### config.mk
export PLATFORM = sky130hd
export DESIGN_NAME = opb_master_arbiter
export DESIGN_NICKNAME = d
export VERILOG_FILES = /design/src/rtl/opb_arb_pkg.sv /design/src/rtl/opb_rr_arb2.sv /design/src/rtl/opb_master_arbiter.sv
export SDC_FILE = /design/constraint.sdc
export NUM_CORES = 1
export LEC_CHECK = 0
export CORE_AREA = 2 2 149 108
export CTS_CLUSTER_DIAMETER = 150
export DETAILED_ROUTE_END_ITERATION = 12
export DIE_AREA = 0 0 151 110
export PLACE_DENSITY = 0.8
export SKIP_LAST_GASP = 1
export SYNTH_ARGS = -nofsm -noshare
export SYNTH_HDL_FRONTEND = slang
export SYNTH_SLANG_ARGS = --single-unit
export TNS_END_PERCENT = 100
### constraint.sdc
create_clock -name OPB_CLK -period 2.5 [get_ports OPB_CLK]
set_clock_uncertainty 0.2 [all_clocks]
set_input_delay 0.5 -clock OPB_CLK [delete_from_list [all_inputs] [get_ports OPB_CLK]]
set_output_delay 0.5 -clock OPB_CLK [all_outputs]
set_load 0.03 [all_outputs]
### src/rtl/opb_arb_pkg.sv
// Shared encodings for the two-master OPB arbiter: FSM states, master IDs and
// the read-latency counter width.
package opb_arb_pkg;

    localparam logic [1:0] ST_IDLE    = 2'd0;
    localparam logic [1:0] ST_ISSUE   = 2'd1;
    localparam logic [1:0] ST_RD_WAIT = 2'd2;
    localparam logic [1:0] ST_ACK     = 2'd3;

    localparam logic M0 = 1'b0;
    localparam logic M1 = 1'b1;

    localparam int CNT_W = 3;

endpackage

### src/rtl/opb_rr_arb2.sv
// Combinational 2-way grant selector: round-robin on contention, or M0
// always wins contention when FIXED_PRIO is set.
module opb_rr_arb2
    import opb_arb_pkg::*;
#(
    parameter bit FIXED_PRIO = 1'b0
) (
    input  logic [1:0] req_i,
    input  logic       last_grant_i,
    output logic       gnt_id_o,
    output logic       gnt_valid_o
);

    always_comb begin
        gnt_valid_o = |req_i;
        gnt_id_o    = M0;
        if (req_i == 2'b10) begin
            gnt_id_o = M1;
        end else if (req_i == 2'b11) begin
            // On a tie the master that did not win last time gets the bus.
            gnt_id_o = FIXED_PRIO ? M0 : ~last_grant_i;
        end
    end

endmodule

### src/rtl/opb_master_arbiter.sv
// Shares the OPB slave bus between M0 (APB bridge) and M1 (debug bridge):
// grant, one-cycle RE/WE strobe, fixed-latency read capture, one-cycle ACK.
module opb_master_arbiter
    import opb_arb_pkg::*;
#(
    parameter int RD_LATENCY = 1,
    parameter bit FIXED_PRIO = 1'b0
) (
    input  logic        OPB_CLK,
    input  logic        OPB_RST_N,
    input  logic        M0_REQ,
    input  logic        M0_RNW,
    input  logic [31:0] M0_ADDR,
    input  logic [31:0] M0_WDATA,
    output logic        M0_ACK,
    output logic [31:0] M0_RDATA,
    input  logic        M1_REQ,
    input  logic        M1_RNW,
    input  logic [31:0] M1_ADDR,
    input  logic [31:0] M1_WDATA,
    output logic        M1_ACK,
    output logic [31:0] M1_RDATA,
    output logic        OPB_RE,
    output logic        OPB_WE,
    output logic [31:0] OPB_ADDR,
    output logic [31:0] OPB_DI,
    input  logic [31:0] OPB_DO,
    output logic        GNT_ID,
    output logic        BUSY
);

    logic [1:0]       state_q, state_d;
    logic [CNT_W-1:0] cnt_q, cnt_d;
    logic             rnw_q, rnw_d;
    logic             gnt_q, gnt_d;
    logic             last_q, last_d;
    logic             re_q, re_d, we_q, we_d;
    logic             ack0_q, ack0_d, ack1_q, ack1_d;
    logic             busy_q, busy_d;
    logic [31:0]      addr_q, addr_d, di_q, di_d;
    logic [31:0]      rd0_q, rd0_d, rd1_q, rd1_d;
    logic             win_id, win_vld;

    opb_rr_arb2 #(
        .FIXED_PRIO(FIXED_PRIO)
    ) u_arb (
        .req_i       ({M1_REQ, M0_REQ}),
        .last_grant_i(last_q),
        .gnt_id_o    (win_id),
        .gnt_valid_o (win_vld)
    );

    always_comb begin
        state_d = state_q;
        cnt_d   = cnt_q;
        rnw_d   = rnw_q;
        gnt_d   = gnt_q;
        last_d  = last_q;
        addr_d  = addr_q;
        di_d    = di_q;
        rd0_d   = rd0_q;
        rd1_d   = rd1_q;
        re_d    = 1'b0;
        we_d    = 1'b0;
        ack0_d  = 1'b0;
        ack1_d  = 1'b0;
        case (state_q)
            ST_IDLE: begin
                if (win_vld) begin
                    gnt_d   = win_id;
                    last_d  = win_id;
                    rnw_d   = (win_id == M1) ? M1_RNW   : M0_RNW;
                    addr_d  = (win_id == M1) ? M1_ADDR  : M0_ADDR;
                    di_d    = (win_id == M1) ? M1_WDATA : M0_WDATA;
                    // Strobes are registered, so they are launched with the grant.
                    re_d    = rnw_d;
                    we_d    = ~rnw_d;
                    state_d = ST_ISSUE;
                end
            end
            ST_ISSUE: begin
                if (rnw_q) begin
                    cnt_d   = CNT_W'(RD_LATENCY);
                    state_d = ST_RD_WAIT;
                end else begin
                    ack0_d  = (gnt_q == M0);
                    ack1_d  = (gnt_q == M1);
                    state_d = ST_ACK;
                end
            end
            ST_RD_WAIT: begin
                if (cnt_q <= CNT_W'(1)) begin
                    if (gnt_q == M1) rd1_d = OPB_DO;
                    else             rd0_d = OPB_DO;
                    ack0_d  = (gnt_q == M0);
                    ack1_d  = (gnt_q == M1);
                    state_d = ST_ACK;
                end else begin
                    cnt_d = cnt_q - CNT_W'(1);
                end
            end
            default: begin
                state_d = ST_IDLE;
            end
        endcase
        busy_d = (state_d != ST_IDLE);
    end

    always_ff @(posedge OPB_CLK or negedge OPB_RST_N) begin
        if (!OPB_RST_N) begin
            state_q <= ST_IDLE;
            cnt_q   <= '0;
            rnw_q   <= 1'b0;
            gnt_q   <= M0;
            last_q  <= M1;
            re_q    <= 1'b0;
            we_q    <= 1'b0;
            ack0_q  <= 1'b0;
            ack1_q  <= 1'b0;
            busy_q  <= 1'b0;
            addr_q  <= '0;
            di_q    <= '0;
            rd0_q   <= '0;
            rd1_q   <= '0;
        end else begin
            state_q <= state_d;
            cnt_q   <= cnt_d;
            rnw_q   <= rnw_d;
            gnt_q   <= gnt_d;
            last_q  <= last_d;
            re_q    <= re_d;
            we_q    <= we_d;
            ack0_q  <= ack0_d;
            ack1_q  <= ack1_d;
            busy_q  <= busy_d;
            addr_q  <= addr_d;
            di_q    <= di_d;
            rd0_q   <= rd0_d;
            rd1_q   <= rd1_d;
        end
    end

    assign OPB_RE   = re_q;
    assign OPB_WE   = we_q;
    assign OPB_ADDR = addr_q;
    assign OPB_DI   = di_q;
    assign M0_ACK   = ack0_q;
    assign M1_ACK   = ack1_q;
    assign M0_RDATA = rd0_q;
    assign M1_RDATA = rd1_q;
    assign GNT_ID   = gnt_q;
    assign BUSY     = busy_q;

endmodule

## Yosys cells after proc, flatten, opt, wreduce, memory -nomap -nowiden

Cells that the tools add are included.

- Input bits: 166
- Word-level logic and storage cells: 55
- Register bits after elaboration: 141
- Output and inout port bits: 134

- Bitwise logic cells: 3
- $add $sub $neg: 1
- Reduce and logical (&&, ||, !) cells: 8
- Muxes and demuxes: 22
- Eq/ne operators: 6
- $lt $le $gt $ge: 1

Operators with widths:

| cell | count |
|---|---|
| 32-bit two-way mux | 2 |
| 1-bit two-way mux | 12 |
| 3-bit AND reduction | 3 |
| 2-bit == test, second input constant | 3 |
| 3-bit two-way mux | 2 |
| 2-bit case mux with 3 select lines | 1 |
| 3-bit case mux with 2 select lines | 1 |
| 2-bit two-way mux | 2 |
| 2-bit != test, second input constant | 2 |
| 1-bit case mux with 2 select lines | 2 |
| 2-bit nonzero test | 2 |
| 3-bit by 1-bit less-or-equal comparator with 1-bit output, second input constant | 1 |
| 1-bit NOT | 3 |
| 3-bit by 1-bit subtractor with 3-bit output, second input constant | 1 |
| 2-bit by 1-bit == test with 1-bit output, second input constant | 1 |
| 2-bit logical NOT | 1 |
| 2-bit AND reduction | 1 |
| 2-bit OR reduction | 1 |

## Depth between registers and ports, before layout

- Word-level depth: 7
- Depth in mapped cells: 7
- Gate-level depth less buffers: 5

## Hierarchy

Synthesis repeated with hierarchy kept, for this count alone.

- Cells, all modules: 473
- Area, all modules: 6088.3 sq um

Modules (own cells, without submodules):

| module | sequential area each (sq um) | times used | area each (sq um) | cells each |
|---|---|---|---|---|
| opb_master_arbiter | 3529.6 | 1 | 6074.6 | 471 |
| opb_rr_arb2 | 0.0 | 1 | 13.8 | 2 |

## Worst setup path after synthesis

Ideal clock, no wire load.

- Kind: reg2reg
- Start: register state_q[0]
- End: register rd0_q[10] (netlist: M0_RDATA[10])
- Setup time: 0.125 ns
- Data required time: 2.175 ns
- Arrival time: 1.654 ns
- Slack: 0.521 ns
- Clock period less this slack: 1.979 ns
- Buffers on the path: 2
- Stages on the path, launching flop included: 8
- Cell sequence: dfrtp_1 > inv_1 > ha_1 > and2b_4 > and3b_1 > buf_6 > buf_12 > mux2_4

- Cells in the longest elaborated chain, start to end: 2

RTL lines:

| what | line | source |
|---|---|---|
| start, declared | opb_master_arbiter.sv:32 | `logic [1:0] state_q, state_d;` |
| start signal, assigned | opb_master_arbiter.sv:126 | `state_q <= state_d;` |
| 2-bit == test | opb_master_arbiter.sv:67 | `case (state_q)` |
| 3-bit AND reduction (no source line) | n/a |  |
| end signal, assigned | opb_master_arbiter.sv:138 | `rd0_q <= rd0_d;` |
| end, declared | opb_master_arbiter.sv:41 | `logic [31:0] rd0_q, rd0_d, rd1_q, rd1_d;` |

Every way passes these cells.
A chain may end at the register's enable or synchronous reset.

## Worst setup path after layout

- Start: register gnt_q (netlist: GNT_ID)
- End: output port GNT_ID

RTL lines:

| what | line | source |
|---|---|---|
| start, declared | opb_master_arbiter.sv:35 | `logic gnt_q, gnt_d;` |
| start signal, assigned | opb_master_arbiter.sv:129 | `gnt_q <= gnt_d;` |
| end, declared | opb_master_arbiter.sv:28 | `output logic GNT_ID,` |

No word-level cell between the ends.

==> run summary <==
Initial Utilization = 40.4%
asr flop ratio synth = 100%
max cap viols = 0
Leakage = 4.29 nW
largest stage delay on the critical path = 0.73 ns
final wirelength = 16500 um
CTS max path bufs = 2
number of DRC markers in iteration 0 = 209
hold_buf cts = 1
Area growth syn-to-layout = 62.9%
CP Capture Type = output port
Clk pin slew, worst setup/hold paths = 0.06 ns
Synth Warn # = 0
setup TNS = 0 ns
vias = 4727
Seq/Total Area, Yosys = 57.8%
EDFF count, synth = 0
outcome = completed
Synth Instances = 471
share of cells above drive strength 1 = 10.8%
GPL Wtd Cong = 0.770
Site Rows = 38
Mapped Area = 0.00610 mm^2
fin crit period = 2.29 ns
Die Ht = 110 um
synth unique cells = 38
Top FF cell, synth = dfrtp_1
largest net degree at the start of global routing = 69
Slew Limit Fails = 0
# fillers = 1093
TritonCTS clock tree = built
CTS sink cnt = 141
Critical Path, Cell by Cell = clkdlybuf4s50_1
Hold WC Path Type = reg -> reg
GR Util All Layers = 19.7%
Max VDD drop = 613 uV
# resized after CTS = 0
post-CTS setup buffers = 0
crit path DAT = 1.59 ns
Die ar. = 0.0166 mm^2
Hold Vio Cnt, Final = 0
Crit Path Class = reg -> out
worst endpoint required time = 1.80 ns
# IOs = 300
slowest CP cell = clkdlybuf4s50_1
Comb power frac = 52.9%
Mean Syn Cell Area = 13.0 um^2
number of cells after detailed placement = 953
CP Buf/Inv Count = 1
Root Buffer = clkbuf_16
CP max FO = 6
post-route ant nets = 0
# port buffers = 299
initial antenna violation count = 0
drt via density = 4.79
Least-Margin Pin Slew = 0.610 ns
Psw = 5.70 mW
first-pass GRT wire length = 25100 um
ranking of synthesized cells by area = dfrtp_1 (57%), mux2i_1 (11%), mux2_4 (7.4%), mux2_1 (5.5%), nand2_1 (4.1%)
CORE AREA = 0.0151 mm^2
max frequency = 0.437 GHz
Hold Slack = 0.269 ns
part of the power in registers = 29.2%
Clk network pwr share = 17.9%
Startpoint Class = register
CP delay by family, top = buffers and inverters
drt pass-1 iters = 4
Ant. Diodes = 0
relative slew slack = 59.4%
Final Cycle Share = 91.6%
largest area contributor in the netlist = dfrtp_1
HPWL Detailed = 12500 um
syn_nets = 643
latest clock arrival within the worst-skew pair = 0.41 ns
Final Net Count = 945
number of buffers created by CTS = 17
RSZ-0062 raised after global routing = false
GRT overflow = 0
power per cell area = 1410 mW/mm^2
#FFs+latches synth = 141
Pint = 8.28 mW
WL/cell = 16.7 um
switching share of total power = 40.8%
post-synth top area share = 57.4%
# DRC = 0
final setup violation count = 0
Die Span X = 151 um
Finished Layout Cells = 986
number of global-route vias before repair = 4849
CTS H-tree lvls = 4
==> path summary, 6_finish.rpt <==
check                                startpoint                        to  slack [ns]  cells past startpoint
setup / recovery             GNT_ID$_DFFE_PN0P_                    GNT_ID        0.21                      1
hold / removal             cnt_q[2]$_DFFE_PN0P_      cnt_q[2]$_DFFE_PN0P_        0.27                      1
setup reg to reg           state_q[0]$_DFF_PN0_  M0_RDATA[31]$_DFFE_PN0P_        0.31                      6
hold reg to reg            cnt_q[2]$_DFFE_PN0P_      cnt_q[2]$_DFFE_PN0P_        0.27                      1
max in group asynchronous             OPB_RST_N  M1_RDATA[27]$_DFFE_PN0P_        0.94                      3
min in group asynchronous             OPB_RST_N  M1_RDATA[18]$_DFFE_PN0P_        0.45                      2
==> metrics by stage <==
step                util, %  worst slack (ns)  area [um^2]  power [mW]
global route           65.7             0.145         9940        14.7
global placement       61.8             0.242         9340        11.3
floorplan                 -             0.521         6100        8.43
CTS                    65.7             0.178         9940        14.1
finish                 65.7             0.209         9940        14.0
detailed placement     61.8             0.162         9340        11.6
==> cells in the mapped netlist, drive strengths merged, types with 2 or more instances <==
cell type  count
nor2           3
dfrtp        140
mux2          64
o21ai         66
nand2         66
o21bai         2
clkbuf        12
inv            7
a21oi          4
a22o           2
mux2i         66
ha             6
buf           16
==> sequential cells by signal (all words and copies together), names as in the netlist <==
signal	cells
M0_RDATA	32
M1_RDATA	32
OPB_ADDR	32
OPB_DI	32
cnt_q	3
state_q	2
BUSY	1
GNT_ID	1
M0_ACK	1
M1_ACK	1
OPB_RE	1
OPB_WE	1
last_q	1
rnw_q	1
==> cell usage in the layout (no fill, tap or decap), drive strengths merged <==
| cell type | instances |
|---|---|
| o22a | 1 |
| o21a | 1 |
| and3b | 1 |
| clkinv | 5 |
| buf | 12 |
| o21ai | 66 |
| clkbuf | 17 |
| o32ai | 1 |
| nor2b | 1 |
| dfrtp | 140 |
| dlygate4sd3 | 1 |
| and2 | 1 |
| a21boi | 1 |
| o221ai | 1 |
| clkinvlp | 4 |
| a21oi | 4 |
| clkdlybuf4s50 | 298 |
| mux2i | 66 |
| ha | 6 |
| a31oi | 1 |
| o21bai | 2 |
| nand2 | 66 |
| nor2 | 3 |
| dfstp | 1 |
| and2b | 1 |
| a22o | 2 |
| o22ai | 1 |
| a22oi | 1 |
| bufinv | 2 |
| o31ai | 1 |
| mux2 | 64 |
| inv | 11 |
| nand3 | 1 |
| and3 | 1 |
| nor3 | 1 |
==> power by group through the flow <==
stage / clock, mW / sequential (mW) / combinational [mW]
final: 2.50 / 4.08 / 7.40
after global routing: 2.66 / 4.22 / 7.84
after CTS: 2.56 / 4.09 / 7.49
after detailed placement: 0 / 4.11 / 7.47
after global placement: 0 / 4.03 / 7.30
after floorplan: 0 / 6.16 / 2.28
==> metal layers <==
layer  up-vias  part of all wire, %  GRT usage, %
met1      2300                   39          22.2
li1       2249                    -             -
met2       170                   53          35.7
met5         -                    0             0
met4         0                 0.73          6.88
met3         8                  6.9          6.21
==> area by class of cell <==
| class | count | area, um^2 | share of cell area [%] |
|---|---|---|---|
| repair buffers | 311 | 3190 | 32.1 |
| clock inverters | 15 | 161 | 1.62 |
| clock buffers | 17 | 425 | 4.28 |
| well taps | 200 | 250 | 2.52 |
| inverters | 7 | 26.3 | 0.264 |
| multi-input cells | 295 | 2360 | 23.7 |
| flip-flops and latches | 141 | 3530 | 35.5 |
==> cell families (layout without fill, tap and decap cells) <==
family	Yosys count	after routing	synth area share, %
muxes	130	130	24.5
buffers and inverters	35	350	3.88
and+or+nand+nor	76	76	5.11
adders and majority gates	6	6	1.23
AOI/OAI and AO/OA	83	83	7.46
DFF	141	141	57.8
Power figures use the tool's default switching activity.
